**src/rtl/fc_layer_acc_if.sv**
```systemverilog
// fc_layer_acc_if: feature/weight/bias request and result stream signals of the FC layer engine
interface fc_layer_acc_if #(
  parameter int DATA_W   = 16,
  parameter int N_LANE   = 3,
  parameter int N_NEURON = 30,
  parameter int N_BATCH  = 16
);
  localparam int IDX_W = $clog2(N_NEURON);
  localparam int BC_W  = $clog2(N_BATCH + 1);
  logic                       in_valid;
  logic                       in_ready;
  logic [N_LANE*DATA_W-1:0]   in_data;
  logic [IDX_W-1:0]           w_idx;
  logic [N_LANE*DATA_W-1:0]   w_data;
  logic [IDX_W-1:0]           b_idx;
  logic [DATA_W-1:0]          b_data;
  logic                       out_valid;
  logic                       out_ready;
  logic [DATA_W-1:0]          out_data;
  logic [IDX_W-1:0]           out_idx;
  logic                       out_last;
  logic [BC_W-1:0]            batch_cnt;
  modport master (
    output in_valid, in_data, w_data, b_data, out_ready,
    input  in_ready, w_idx, b_idx, out_valid, out_data, out_idx, out_last, batch_cnt
  );
  modport slave (
    input  in_valid, in_data, w_data, b_data, out_ready,
    output in_ready, w_idx, b_idx, out_valid, out_data, out_idx, out_last, batch_cnt
  );
endinterface

```
**src/rtl/fc_layer_acc.sv**
```systemverilog
// fc_layer_acc: saturating multi-batch neuron accumulation, then biased/rescaled/ReLU result stream
module fc_layer_acc #(
  parameter int DATA_W   = 16,
  parameter int ACC_W    = 32,
  parameter int N_LANE   = 3,
  parameter int N_NEURON = 30,
  parameter int N_BATCH  = 16,
  parameter int FRAC     = 10,
  parameter int RELU     = 1
) (
  input logic clk,
  input logic n_reset,
  input logic clear,
  fc_layer_acc_if.slave bus
);
  localparam int IDX_W = $clog2(N_NEURON);
  localparam int BC_W  = $clog2(N_BATCH + 1);
  localparam logic [IDX_W-1:0] LAST = IDX_W'(N_NEURON - 1);
  localparam logic [BC_W-1:0] NB = BC_W'(N_BATCH);
  localparam logic signed [ACC_W+1:0] A_MAX = {3'b000, {(ACC_W-1){1'b1}}};
  localparam logic signed [ACC_W+1:0] A_MIN = {3'b111, {(ACC_W-1){1'b0}}};
  localparam logic signed [ACC_W:0] D_MAX = {{(ACC_W+2-DATA_W){1'b0}}, {(DATA_W-1){1'b1}}};
  localparam logic signed [ACC_W:0] D_MIN = {{(ACC_W+2-DATA_W){1'b1}}, {(DATA_W-1){1'b0}}};
  typedef enum logic [1:0] {IDLE, ACCUM, OUTPUT} state_t;
  state_t state, state_nxt;
  logic [IDX_W-1:0] k, j;
  logic [BC_W-1:0] batch_cnt;
  logic signed [DATA_W-1:0] in_reg [N_LANE];
  logic signed [ACC_W-1:0] acc [N_NEURON];
  logic signed [2*DATA_W-1:0] prod [N_LANE];
  logic signed [ACC_W+1:0] sum, tot;
  logic signed [ACC_W-1:0] acc_nxt, shifted;
  logic signed [ACC_W:0] biased;
  logic signed [DATA_W-1:0] res;
  logic accept, k_last, j_last, out_fire;
  for (genvar g = 0; g < N_LANE; g++) begin : g_lane
    assign prod[g] = in_reg[g] * $signed(bus.w_data[g*DATA_W +: DATA_W]);
  end
  // lane sum carries two guard bits so the saturation compare sees the true total
  always_comb begin
    sum = '0;
    for (int i = 0; i < N_LANE; i++) sum = sum + (ACC_W+2)'(prod[i]);
    tot = (ACC_W+2)'(acc[k]) + sum;
    acc_nxt = tot > A_MAX ? A_MAX[ACC_W-1:0] : tot < A_MIN ? A_MIN[ACC_W-1:0] : tot[ACC_W-1:0];
  end
  assign shifted = acc[j] >>> FRAC;
  assign biased = (ACC_W+1)'(shifted) + (ACC_W+1)'($signed(bus.b_data));
  assign res = biased > D_MAX ? D_MAX[DATA_W-1:0] : biased < D_MIN ? D_MIN[DATA_W-1:0] : biased[DATA_W-1:0];
  assign accept = state == IDLE && bus.in_valid && !clear;
  assign k_last = k == LAST;
  assign j_last = j == LAST;
  assign out_fire = state == OUTPUT && bus.out_ready;
  assign bus.in_ready = state == IDLE;
  assign bus.out_valid = state == OUTPUT;
  assign bus.w_idx = k;
  assign bus.b_idx = j;
  assign bus.out_idx = j;
  assign bus.out_last = bus.out_valid && j_last;
  assign bus.out_data = bus.out_valid ? ((RELU != 0 && res < 0) ? '0 : res) : '0;
  assign bus.batch_cnt = batch_cnt;
  always_ff @(posedge clk or negedge n_reset)
    if (!n_reset) state <= IDLE;
    else state <= state_nxt;
  always_comb begin
    state_nxt = state;
    case (state)
      IDLE:    state_nxt = bus.in_valid ? ACCUM : IDLE;
      ACCUM:   state_nxt = !k_last ? ACCUM : (batch_cnt + 1'b1 == NB) ? OUTPUT : IDLE;
      OUTPUT:  state_nxt = out_fire && j_last ? IDLE : OUTPUT;
      default: state_nxt = IDLE;
    endcase
    if (clear) state_nxt = IDLE;
  end
  always_ff @(posedge clk or negedge n_reset) begin
    if (!n_reset) begin
      k <= '0;
      j <= '0;
      batch_cnt <= '0;
      for (int i = 0; i < N_NEURON; i++) acc[i] <= '0;
      for (int i = 0; i < N_LANE; i++) in_reg[i] <= '0;
    end else if (clear) begin
      k <= '0;
      j <= '0;
      batch_cnt <= '0;
      for (int i = 0; i < N_NEURON; i++) acc[i] <= '0;
    end else begin
      if (accept)
        for (int i = 0; i < N_LANE; i++) in_reg[i] <= $signed(bus.in_data[i*DATA_W +: DATA_W]);
      if (state == ACCUM) begin
        acc[k] <= acc_nxt;
        k <= k_last ? '0 : k + 1'b1;
        if (k_last) batch_cnt <= batch_cnt + 1'b1;
      end
      if (out_fire) begin
        j <= j_last ? '0 : j + 1'b1;
        if (j_last) begin
          batch_cnt <= '0;
          for (int i = 0; i < N_NEURON; i++) acc[i] <= '0;
        end
      end
    end
  end
endmodule

```
**src/flat_wrapper.sv**
```systemverilog
// flat-port wrapper written by rule: the top's interface ports become plain ports
module fc_layer_acc_flat 
#(
  parameter int DATA_W   = 16,
  parameter int ACC_W    = 32,
  parameter int N_LANE   = 3,
  parameter int N_NEURON = 30,
  parameter int N_BATCH  = 16,
  parameter int FRAC     = 10,
  parameter int RELU     = 1
)
  (clk, n_reset, clear, bus_in_valid, bus_in_data, bus_w_data, bus_b_data, bus_out_ready, bus_in_ready, bus_w_idx, bus_b_idx, bus_out_valid, bus_out_data, bus_out_idx, bus_out_last, bus_batch_cnt);
  fc_layer_acc_if #(.DATA_W(DATA_W), .N_LANE(N_LANE), .N_NEURON(N_NEURON), .N_BATCH(N_BATCH)) bus_i ();
  input logic clk;
  input logic n_reset;
  input logic clear;
  input wire logic [$bits(bus_i.in_valid)-1:0] bus_in_valid;
  input wire logic [$bits(bus_i.in_data)-1:0] bus_in_data;
  input wire logic [$bits(bus_i.w_data)-1:0] bus_w_data;
  input wire logic [$bits(bus_i.b_data)-1:0] bus_b_data;
  input wire logic [$bits(bus_i.out_ready)-1:0] bus_out_ready;
  output wire logic [$bits(bus_i.in_ready)-1:0] bus_in_ready;
  output wire logic [$bits(bus_i.w_idx)-1:0] bus_w_idx;
  output wire logic [$bits(bus_i.b_idx)-1:0] bus_b_idx;
  output wire logic [$bits(bus_i.out_valid)-1:0] bus_out_valid;
  output wire logic [$bits(bus_i.out_data)-1:0] bus_out_data;
  output wire logic [$bits(bus_i.out_idx)-1:0] bus_out_idx;
  output wire logic [$bits(bus_i.out_last)-1:0] bus_out_last;
  output wire logic [$bits(bus_i.batch_cnt)-1:0] bus_batch_cnt;
  assign bus_i.in_valid = bus_in_valid;
  assign bus_i.in_data = bus_in_data;
  assign bus_i.w_data = bus_w_data;
  assign bus_i.b_data = bus_b_data;
  assign bus_i.out_ready = bus_out_ready;
  assign bus_in_ready = bus_i.in_ready;
  assign bus_w_idx = bus_i.w_idx;
  assign bus_b_idx = bus_i.b_idx;
  assign bus_out_valid = bus_i.out_valid;
  assign bus_out_data = bus_i.out_data;
  assign bus_out_idx = bus_i.out_idx;
  assign bus_out_last = bus_i.out_last;
  assign bus_batch_cnt = bus_i.batch_cnt;
  fc_layer_acc #(.DATA_W(DATA_W), .ACC_W(ACC_W), .N_LANE(N_LANE), .N_NEURON(N_NEURON), .N_BATCH(N_BATCH), .FRAC(FRAC), .RELU(RELU)) u_core (.clk(clk), .n_reset(n_reset), .clear(clear), .bus(bus_i));
endmodule
```
**config.mk**
```make
export PLATFORM = sky130hd
export DESIGN_NAME = fc_layer_acc_flat
export DESIGN_NICKNAME = d
export VERILOG_FILES = /design/src/rtl/fc_layer_acc_if.sv /design/src/rtl/fc_layer_acc.sv /design/src/flat_wrapper.sv
export SDC_FILE = /design/constraint.sdc
export NUM_CORES = 2
export LEC_CHECK = 0
export CORE_ASPECT_RATIO = 0.5
export CORE_MARGIN = 2
export CORE_UTILIZATION = 45
export CTS_CLUSTER_DIAMETER = 30
export DETAILED_ROUTE_END_ITERATION = 6
export PLACE_DENSITY_LB_ADDON = 0.08
export SLEW_MARGIN = 20
export SYNTH_ARGS = -nofsm -noshare
export SYNTH_HDL_FRONTEND = slang
export SYNTH_SLANG_ARGS = --single-unit
```
**constraint.sdc**
```tcl
create_clock -name clk -period 10.95 [get_ports clk]
set_input_delay 1.095 -clock clk [delete_from_list [all_inputs] [get_ports clk]]
set_output_delay 1.095 -clock clk [all_outputs]
set_load 0.02 [all_outputs]
```
## Word-level counts from Yosys, hierarchy flattened

Index checks and enable logic that the tools add are counted.
Widths: inputs -> output; s select.

| storage, ports and cells | value |
|---|---|
| bits of input ports | 117 |
| word-level logic and storage cells | 110 |
| register bits after elaboration | 1,025 |
| output and inout port bits | 39 |

| cells by class | value |
|---|---|
| multiply operators | 3 |
| $add $sub $neg | 7 |
| multiplexer cells | 36 |
| reductions and logical operators | 11 |
| order comparisons | 8 |
| bitwise logic cells | 3 |
| equal/unequal tests | 5 |

Operator list:

| cell | number |
|---|---|
| $mux 960 | 4 |
| $bwmux 960 | 1 |
| $bmux 32 s5 | 2 |
| $mux 32 | 7 |
| $demux 32 s5 | 1 |
| $mul 16x16->32 | 3 |
| $mux 16 | 4 |
| $mux 5 | 11 |
| $add 32x34->34 | 1 |
| $add 33x32->34 | 1 |
| $gt 34x32->1 const B | 1 |
| $lt 34x32->1 const B | 1 |
| $add 32x32->33 | 1 |
| $gt 33x16->1 const B | 1 |
| $lt 33x16->1 const B | 1 |
| $add 22x16->23 | 1 |
| $lt 16x1->1 const B | 1 |
| $add 5x1->5 const B | 3 |
| $eq 5x5->1 const B | 3 |
| $ge 6x6->1 const B | 2 |
| $not 5->6 | 2 |
| $mux 2 | 4 |
| $logic_and 1x1->1 | 6 |
| $lt 6x1->1 const B | 1 |
| 9 further kinds | 10 |

## Logic depth before layout (Yosys ltp)

| depth | value |
|---|---|
| depth after elaboration | 13 |
| mapped depth | 36 |
| gate-level depth less buffers | 29 |

## Worst setup path after synthesis

Ideal clock, no wire load.

| timing | value |
|---|---|
| path kind | input to register |
| start point | in bus_w_data[32] |
| end point | reg u_core.acc[633] (netlist bit) |
| arrival time | 9.161 ns |
| path slack | 1.685 ns |
| required time | 10.846 ns |
| library setup time | 0.104 ns |
| path buffers | 3 |
| stages on the path | 29 |
| cells stage by stage | clkbuf_1 > nand2_1 > inv_1 > fa_1 > inv_1 > fa_1 > inv_1 > fa_1 > fa_1 > inv_1 > fa_1 > fa_1 > inv_1 > fa_1 > inv_1 > fa_1 > fa_1 > inv_1 > ha_1 > a21oi_1 > o21ai_0 > a2111oi_0 > o211a_1 > a2111oi_4 > nand3_1 > and2_1 > buf_6 > buf_4 > o41ai_2 |

| on the way | value |
|---|---|
| word-level cells in the longest chain between the ends | 11 |
| elaborated cells between the ends (all ways) | 12 |
| those cells by class | add/sub (2); mul (1); order compare (2); mux (7) |

RTL lines:

| item | line | RTL |
|---|---|---|
| start: declaration | flat_wrapper.sv:19 | `input wire logic [$bits(bus_i.w_data)-1:0] bus_w_data;` |
| $mul 16x16->32 (*) | fc_layer_acc.sv:37 | `assign prod[g] = in_reg[g] * $signed(bus.w_data[g*DATA_W +: DATA_W]);` |
| $add 33x32->34 (*) | fc_layer_acc.sv:42 | `for (int i = 0; i < N_LANE; i++) sum = sum + (ACC_W+2)'(prod[i]);` |
| $add 32x34->34 (*) | fc_layer_acc.sv:43 | `tot = (ACC_W+2)'(acc[k]) + sum;` |
| $lt 34x32->1 | fc_layer_acc.sv:44 | `acc_nxt = tot > A_MAX ? A_MAX[ACC_W-1:0] : tot < A_MIN ? A_MIN[ACC_W-1:0] : tot[ACC_W-1:0];` |
| $mux 32 | fc_layer_acc.sv:44 |  |
| $mux 32 (*) | fc_layer_acc.sv:44 |  |
| $bwmux 960 (*) | fc_layer_acc.sv:90 | `acc[k] <= acc_nxt;` |
| $mux 960 (*) | fc_layer_acc.sv:89 | `if (state == ACCUM) begin` |
| $mux 960 | fc_layer_acc.sv:96 | `if (j_last) begin` |
| $mux 960 (*) | fc_layer_acc.sv:94 | `if (out_fire) begin` |
| $mux 960 (*) | fc_layer_acc.sv:81 | `end else if (clear) begin` |
| end signal: indexed assignment | fc_layer_acc.sv:90 |  |
| end: declaration | fc_layer_acc.sv:29 | `logic signed [ACC_W-1:0] acc [N_NEURON];` |

Every way passes the cells marked *; elsewhere a longest branch is shown, timed or not.
A chain may end at the register's enable or synchronous reset.

## Worst setup path after layout

| timing | value |
|---|---|
| start point | reg u_core.k[0], in the netlist u_core.bus.w_idx[0] |
| end point | reg u_core.acc[281] (netlist bit) |

| on the way | value |
|---|---|
| word-level cells in the longest chain between the ends | 13 |
| elaborated cells between the ends (all ways) | 19 |
| those cells by class | add/sub (1); order compare (4); mux (12); bitwise (1); reduce/logical (1) |

RTL lines:

| item | line | RTL |
|---|---|---|
| start: declaration | fc_layer_acc.sv:26 | `logic [IDX_W-1:0] k, j;` |
| start signal: assignment | fc_layer_acc.sv:91 | `k <= k_last ? '0 : k + 1'b1;` |
| $not 5->6 (implied by the code) (*) | fc_layer_acc.sv:43, fc_layer_acc.sv:90 |  |
| $bmux 32 s5 | fc_layer_acc.sv:43 |  |
| $mux 32 (implied by the code) (2 in a row) | fc_layer_acc.sv:43 |  |
| $add 32x34->34 | fc_layer_acc.sv:43 |  |
| $lt 34x32->1 | fc_layer_acc.sv:44 |  |
| $mux 32 (2 in a row) | fc_layer_acc.sv:44 |  |
| $bwmux 960 (*) | fc_layer_acc.sv:90 |  |
| $mux 960 (*) | fc_layer_acc.sv:89 |  |
| $mux 960 | fc_layer_acc.sv:96 |  |
| $mux 960 (*) | fc_layer_acc.sv:94 |  |
| $mux 960 (*) | fc_layer_acc.sv:81 |  |

Every way passes the cells marked *; elsewhere a longest branch is shown, timed or not. The select of a mux whose other input is x is not followed.

==> flow_metrics.env <==
export IMPL_core_area_um2=186000
export IMPL_drive_gt1_share_pct=15.1
export IMPL_tritoncts="yes"
export IMPL_synthDistinctLibCells=74
export IMPL_crit_type="reg2reg"
export IMPL_grt_pass1_wl_um=431000
export IMPL_worstPathArrival_ns=11.22
export IMPL_postRouteAntennaNets=0
export IMPL_ys_seq_area_share_pct=30.5
export IMPL_holdBufCountCts=0
export IMPL_clock_sinks=1025
export IMPL_cpPeakStageDelay_ns=0.75
export IMPL_clock_latency_ns=0.87
export IMPL_ctsRootBufferMaster="clkbuf_16"
export IMPL_htree_levels=4
export IMPL_drt_iter0_drc=5792
export IMPL_synth_warnings=0
export IMPL_grt_max_degree=243
export IMPL_syn_nets=9396
export IMPL_final_hold_viol_count=0
export IMPL_setup_viol=0
export IMPL_viasPerCell=5.81
export IMPL_grt_usage_pct=30.4
export IMPL_cp_common_cell="fa_1"
export IMPL_regArea_um2=25700
export IMPL_grt_pass1_vias=64900
export IMPL_dp_cells=10500
export IMPL_die_w_um=615
export IMPL_tightestPinTransition_ns=1.25
export IMPL_cts_path_max_buffers=4
export IMPL_port_buffers=154
export IMPL_antenna_found_initial=0
export IMPL_area_delta_synth_final_pct=14.6
export IMPL_period_share_pct=96.4
export IMPL_initial_core_util_pct=45.2
export IMPL_route_vias_total=62700
export IMPL_largest_reg_flops=960
export IMPL_synth_area_um2=84100
export IMPL_fillers=16800
export IMPL_cts_buffers=181
export IMPL_gp_congestion=0.873
export IMPL_ys_ff_latch=1025
export IMPL_die_area_um2=191000
export IMPL_final_util_pct=51.8
export IMPL_cts_setup_buffers=0
export IMPL_yosys_most_used_dff="dfrtp_1"
export IMPL_io_pins=156
export IMPL_hpwl_um=194000
export IMPL_multi_input_area_um2=52200
export IMPL_critPathMaxFanout=30
export IMPL_synthCells=8084
export IMPL_fin_crit_ns=10.55
export IMPL_tns_ns=0
export IMPL_layout_cells_non_filler=10800
export IMPL_final_max_slew_viol_count=0
export IMPL_hold_path_class="in2async"
export IMPL_drc=0
export IMPL_grt_overflow=0
export IMPL_die_y_um=310
export IMPL_fin_skew_ns=0.115
export IMPL_avgSynthCellArea_um2=10.4
export IMPL_required_ns=11.62
export IMPL_drt_total_wl_um=284000
export IMPL_cap_viol_max_count=0
export IMPL_fin_nets=9447
export IMPL_startpoint_type="flip-flop"
export IMPL_cp_slowest_cell="dfrtp_4"
export IMPL_relSlewSlack_pct=16.7
export IMPL_dr_pass1_iters=6
export IMPL_status="complete, no violations"
export IMPL_wire_per_inst_um=26.3
export IMPL_rsz0062_at_grt="no"
export IMPL_async_flop_share_pct=100
export IMPL_synth_edff_count=0
export IMPL_critPathCaptureType="flip-flop"
export IMPL_cts_resized=0
export IMPL_core_rowCount=112
export IMPL_path_clk_slew_ns=0.05
export IMPL_max_freq_mhz=94.8
final timing paths:
check | startpoint | end | cells after the start | slack, ns
worst min register to register | u_core.acc[389]$_DFF_PN0_ | u_core.acc[389]$_DFF_PN0_ | 2 | 0.50
worst max-delay path | u_core.bus.w_idx[0]$_DFFE_PN0P_ | u_core.acc[281]$_DFF_PN0_ | 31 | 0.40
worst min-delay path | n_reset | u_core.acc[258]$_DFF_PN0_ | 1 | 0.32
worst max register to register | u_core.bus.w_idx[0]$_DFFE_PN0P_ | u_core.acc[281]$_DFF_PN0_ | 31 | 0.40
min in group clk | u_core.acc[389]$_DFF_PN0_ | u_core.acc[389]$_DFF_PN0_ | 2 | 0.50
max in group asynchronous | n_reset | u_core.acc[686]$_DFF_PN0_ | 3 | 8.50
synth_stat cells, drive strengths merged, types with 25 or more instances:
| master | n | area, um^2 |
|---|---|---|
| a21oi | 787 | 3980 |
| and2 | 370 | 2310 |
| dfrtp | 1025 | 25600 |
| inv | 1057 | 3970 |
| o21ai | 931 | 4810 |
| fa | 977 | 19600 |
| nor2 | 218 | 821 |
| o22ai | 25 | 156 |
| nand4 | 40 | 250 |
| nand3 | 307 | 1540 |
| mux2 | 52 | 586 |
| buf | 156 | 832 |
| clkbuf | 489 | 1840 |
| a211oi | 55 | 425 |
| o41ai | 30 | 488 |
| mux2i | 136 | 1360 |
| a22oi | 94 | 706 |
| ha | 218 | 2730 |
| xnor2 | 47 | 412 |
| nand2 | 486 | 1820 |
| mux4 | 362 | 8150 |
cell type report:
| class | instances | share of cell area (%) |
|---|---|---|
| clock buffers | 220 | 5.10 |
| diodes | 1 | 0.00260 |
| clock inverters | 102 | 1.42 |
| repair buffers | 513 | 5.27 |
| well taps | 2508 | 3.26 |
| inverters | 1057 | 4.12 |
| multi-input cells | 5357 | 54.2 |
| flip-flops and latches | 1025 | 26.6 |
metal layers:
metal	global-route usage, %	share of wire [%]	up-vias
li1	-	-	27300
met1	43.1	44	32600
met2	47.1	45	2244
met3	6.44	7.8	481
met4	9.04	3.2	0
met5	0	0	-
worst max-delay path: cells and delay by family (launching register included):
family	cells	cell delay [ns]
fa+ha+maj	9	4.43
compound gates	7	2.03
buf+inv	10	1.45
simple gates	3	0.94
flops	1	0.75
mux	1	0.58
xor+xnor	1	0.15
layout by cell type (no fill, tap or decap), drive strengths merged, types with 6 or more instances in the layout:
cell type	synthesis	final
inv	1057	1081
dfrtp	1025	1025
fa	977	977
o21ai	931	931
a21oi	787	787
nand2	486	486
and2	370	370
mux4	362	362
buf	156	360
nand3	307	307
clkbuf	489	220
ha	218	218
nor2	218	218
clkdlybuf4s50	0	153
mux2i	136	136
a22oi	94	94
a211oi	55	55
mux2	52	52
xnor2	47	47
nand4	40	40
clkinv	0	36
o41ai	30	30
bufinv	0	26
o22ai	25	25
nand2b	24	24
nor2b	24	24
a2111oi	22	22
o211ai	16	16
clkinvlp	0	16
xor2	15	15
o21a	14	14
nor3	13	13
a21o	12	12
or3	7	7
and3	6	6
o21bai	6	6
cell families after synthesis:
family	after synthesis	synth area share, %
AOI/OAI and AO/OA	2032	13.7
buffers and inverters	1702	7.89
and+or+nand+nor	1517	8.79
adders and majority gates	1195	26.5
DFF	1025	30.5
muxes	550	12.0
xor gates and xnor gates	62	0.646
other	1	0.00446
metrics by stage:
step	hold WS (ns)	area, um^2	setup WS [ns]
6_report	0.315	96400	0.397
3_5_place_dp	0.487	90100	0.204
3_3_place_gp	0.479	90100	0.249
2_1_floorplan	0.445	84100	1.69
5_1_grt	0.364	96400	0.0646
4_1_cts	0.325	96400	0.456
Power is not shown: default switching activity piles up to over one toggle a cycle in this logic, so the estimate is an artifact.
